**src/rtl/fifo_lane.sv**
```systemverilog
// fifo_lane: per-lane FIFO behind the demux with occupancy flags and a sticky overflow error.
module fifo_lane #(
    parameter int DATA_SIZE = 6,
    parameter int ADDR_SIZE = 2
) (
    input  logic                 clk,
    input  logic                 reset,
    input  logic                 push,
    input  logic [DATA_SIZE-1:0] data_in,
    input  logic                 pop,
    input  logic [ADDR_SIZE:0]   umbral_bajo,
    input  logic [ADDR_SIZE:0]   umbral_alto,
    output logic [DATA_SIZE-1:0] data_out,
    output logic                 valid_out,
    output logic                 fifo_empty,
    output logic                 fifo_full,
    output logic                 almost_empty,
    output logic                 almost_full,
    output logic                 fifo_error
);
    localparam int DEPTH = 1 << ADDR_SIZE;
    logic [DATA_SIZE-1:0] mem [DEPTH];
    logic [ADDR_SIZE-1:0] wr_ptr, rd_ptr;
    logic [ADDR_SIZE:0]   count;
    logic                 wr_en, rd_en;
    always_comb begin
        fifo_empty   = count == '0;
        fifo_full    = count == (ADDR_SIZE+1)'(DEPTH);
        almost_empty = count <= umbral_bajo;
        almost_full  = count >= umbral_alto;
        // a pop frees a slot in the same edge, so a full FIFO still accepts push+pop
        wr_en        = push && (!fifo_full || pop);
        rd_en        = pop && !fifo_empty;
    end
    always_ff @(posedge clk or posedge reset) begin
        if (reset) begin
            wr_ptr     <= '0;
            rd_ptr     <= '0;
            count      <= '0;
            data_out   <= '0;
            valid_out  <= 1'b0;
            fifo_error <= 1'b0;
            for (int i = 0; i < DEPTH; i++) mem[i] <= '0;
        end else begin
            if (wr_en) begin
                mem[wr_ptr] <= data_in;
                wr_ptr      <= wr_ptr + 1'b1;
            end
            if (rd_en) begin
                data_out <= mem[rd_ptr];
                rd_ptr   <= rd_ptr + 1'b1;
            end
            valid_out <= rd_en;
            if (push && fifo_full && !pop) fifo_error <= 1'b1;
            count <= (wr_en && !rd_en) ? count + 1'b1 :
                     (rd_en && !wr_en) ? count - 1'b1 : count;
        end
    end
endmodule

```
**config.mk**
```make
export PLATFORM = sky130hd
export DESIGN_NAME = fifo_lane
export DESIGN_NICKNAME = d
export VERILOG_FILES = /design/src/rtl/fifo_lane.sv
export SDC_FILE = /design/constraint.sdc
export NUM_CORES = 1
export LEC_CHECK = 0
export BUFFER_PORTS_ARGS = -buffer_cell sky130_fd_sc_hd__buf_4
export CORE_ASPECT_RATIO = 0.5
export CORE_MARGIN = 1.5
export CORE_UTILIZATION = 58
export CTS_BUF_LIST = sky130_fd_sc_hd__clkbuf_4 sky130_fd_sc_hd__clkbuf_8
export CTS_CLUSTER_DIAMETER = 60
export CTS_CLUSTER_SIZE = 40
export DETAILED_ROUTE_END_ITERATION = 10
export GPL_TIMING_DRIVEN = 0
export PLACE_DENSITY = 0.89
export SYNTH_ARGS = -nofsm -noshare
export SYNTH_HDL_FRONTEND = slang
export SYNTH_SLANG_ARGS = --single-unit
```
**constraint.sdc**
```tcl
create_clock -name clk -period 3.41 [get_ports clk]
set_clock_uncertainty 0.1 [all_clocks]
set_input_delay 0.682 -clock clk [delete_from_list [all_inputs] [get_ports clk]]
set_output_delay 0.682 -clock clk [all_outputs]
set_load 0.01 [all_outputs]
```
==> flow_metrics.tcl <==
set metrics [dict create \
    cts.clk_slew.worst_paths_ns 0.07 \
    num_io_pins 28 \
    die_area_mm2 0.00360 \
    numPortBuffers 27 \
    synth_fp_nets 171 \
    startpoint_type "flip-flop" \
    post_cts_buffers 0 \
    maxCapViolCount 0 \
    cts_buffer_depth 2 \
    drive_gt1_share_pct 26.1 \
    die_x_um 83.4 \
    rsz0062_at_grt "false" \
    max_freq_mhz 355 \
    htreeDepth 2 \
    design_area_mm2 0.00225 \
    drt-initial-drc-count 52 \
    clk-insertion-delay-late_ns 0.29 \
    ys_seq_elements 39 \
    synth_cells 143 \
    synth_top_area_share_pct 52.0 \
    top_layer_used "met4" \
    wl_met2_mm 1.70 \
    grt_util_all_layers_pct 24.4 \
    hold_viol_final 0 \
    finalSetupViolations 0 \
    dpl.hpwl_mm 2.60 \
    p_leak_nw 1.09 \
    crit_required_ns 2.63 \
    powerDensity_mw_per_mm2 901 \
    drt_pass1_iterations 4 \
    max_slew_margin_pct 54.6 \
    ir_worst_vdd_v 0.000486 \
    end_kind "output pin" \
    cts.sinks 39 \
    ys_types 24 \
    root_buffer "clkbuf_8" \
    start_util_pct 61.5 \
    layout_min_cycle_time_ns 2.81 \
    cp_slowest_stage_delay_ns 0.37 \
    worstPathArrival_ns 2.03 \
    antenna_found_initial 0 \
    num_vias 1189 \
    synth.avg_cell_area_um2 13.1 \
    path_cells "clkbuf_1 > inv_1 > ha_1 > nand2b_1 > a21o_1 > a21o_1 > buf_4" \
    grt_pass1_vias 1325 \
    status "completed" \
    postCtsHoldBufs 0 \
    fp-row-count 14 \
    wl_met3_um 185 \
    criticalPathCategory "flip-flop to output pin" \
    yosys_warnings 0 \
    grt_first_pass_wirelength_mm 6.33 \
    num_antenna_cells 0 \
    period_share_pct 82.5 \
    critical_path.max_fanout 6 \
    place.gp.congestion 0.772 \
    cts_buffers 5 \
    finalSetupTns_ns 0 \
    post_drt_wl_per_cell_um 16.2 \
    grt_max_degree 26 \
    routed_wl_mm 3.57 \
    finalNetCount 207 \
    post-synth-top-area-cell "dfrtp_1" \
    grt-ovfl-total 0 \
    yosysSeqAreaShare_pct 52.0 \
    ant_nets 0 \
    cp_slowest_cell "dfrtp_1" \
    dpl_cell_area_mm2 0.00216 \
    wl_met1_mm 1.58 \
    avgViaCountPerCell 5.40 \
    timing.critical_path.mode_cell "a21o_1" \
    die_y_um 43.2 \
    syn_to_final_growth_pct 20.1 \
    drc 0 \
    cts_tree "done" \
    synthesis.area_mm2 0.00188 \
    ctsResizeCount 0 \
    tightest_slew_ns 0.677 \
    hp-class "primary input to asynchronous set/reset pin" \
    core_mm2 0.00305 \
    yosys-top-cells-area "dfrtp_1 (52%), mux2_1 (15%), ha_1 (7.3%), mux4_2 (7.2%), nand2_1 (4.6%)" \
    drv_slew 0 \
]
-- metrics by stage --
stage | power [mW] | utilization, % | instances | setup WS (ns) | hold slack (ns)
global route | 2.19 | 73.9 | 220 | 0.481 | 0.343
floorplan | 1.42 | - | 143 | 1.04 | 0.352
global placement | 1.65 | 69.8 | 210 | 0.841 | 0.339
finish | 2.03 | 73.9 | 220 | 0.596 | 0.326
detailed placement | 1.73 | 71.0 | 212 | 0.764 | 0.346
CTS | 2.05 | 73.9 | 220 | 0.608 | 0.327
-- cells by family (layout without fill, tap and decap cells) --
group / Yosys count / count (layout) / synth area share, %
AND/OR/NAND/NOR: 35 / 35 / 8.81
buffers and inverters: 13 / 50 / 2.60
adder cells (fa/ha/maj): 12 / 12 / 8.41
XOR/XNOR: 6 / 6 / 2.80
flip-flops: 39 / 39 / 52.0
multiplexers: 32 / 32 / 22.8
AO/OA/AOI/OAI: 6 / 6 / 2.53
-- cells in the final DEF, fill, tap and decap left out, types with 2 or more instances in the layout --
master     n
inv_1      9
clkbuf_8   5
dfrtp_1   39
nand2_1   23
xnor2_1    4
clkbuf_4   2
xor2_1     2
a21o_1     3
mux2_1    25
nor2b_1    2
mux4_2     6
buf_4     27
nor2_1     5
ha_1      11
clkbuf_1   2
-- metal layers --
| layer | vias up | GRT usage (%) |
|---|---|---|
| met5 | - | 0 |
| met1 | 576 | 29.5 |
| met2 | 45 | 41.3 |
| met4 | 0 | 12.5 |
| li1 | 558 | - |
| met3 | 10 | 6.42 |
-- worst paths after layout --
| check | depth (start not counted) | start | to | slack [ns] |
|---|---|---|---|---|
| setup / recovery | 7 | count[0]$_DFFE_PP0P_ | almost_full | 0.60 |
| hold / removal | 3 | reset | valid_out$_DFF_PP0_ | 0.33 |
| setup reg to reg | 8 | count[0]$_DFFE_PP0P_ | count[2]$_DFFE_PP0P_ | 0.74 |
| hold reg to reg | 1 | fifo_error$_DFFE_PP0P_ | fifo_error$_DFFE_PP0P_ | 0.36 |
| max in group asynchronous | 4 | reset | mem[21]$_DFFE_PP0P_ | 2.56 |
| min in group clk | 1 | fifo_error$_DFFE_PP0P_ | fifo_error$_DFFE_PP0P_ | 0.36 |
-- synthesized netlist by cell type (all sizes together) --
| cell | n |
|---|---|
| nor3b | 1 |
| fa | 1 |
| inv | 10 |
| o31ai | 1 |
| ha | 11 |
| nand2 | 23 |
| nand2b | 1 |
| nand3 | 1 |
| clkbuf | 2 |
| a21o | 3 |
| dfrtp | 39 |
| xor2 | 2 |
| o21a | 1 |
| o21ai | 1 |
| buf | 1 |
| mux2 | 26 |
| nor4b | 1 |
| nor3 | 1 |
| mux4 | 6 |
| nor2b | 2 |
| xnor2 | 4 |
| nor2 | 5 |
-- worst max-delay path: cells and delay by family, from the launching register on --
kind,cells,cell delay [ns]
AND/OR/NAND/NOR,1,0.14
adder cells (fa/ha/maj),1,0.29
AO/OA/AOI/OAI,2,0.35
buffers and inverters,3,0.60
flip-flops,1,0.37
-- sequential cells by signal, summed over array words and instances, names as in the netlist --
name        cells
mem            24
data_out        6
count           3
rd_ptr          2
wr_ptr          2
fifo_error      1
valid_out       1
-- final cells by class --
type,count,area (µm²)
Sequential cell,39,976
Multi-Input combinational cell,91,851
Fill cell,190,796
Timing Repair Buffer,29,238
Clock buffer,7,83.8
Tap cell,40,50.0
Inverter,10,37.5
Buffer,3,11.3
Clock inverter,1,5.00
-- power by group --
group          internal, mW  leakage [nW]  switching [mW]
clock                 0.159        0.0491           0.151
sequential            0.698         0.463           0.140
combinational         0.472         0.576           0.411
total                  1.33          1.09           0.701
Power figures use the tool's default switching activity.
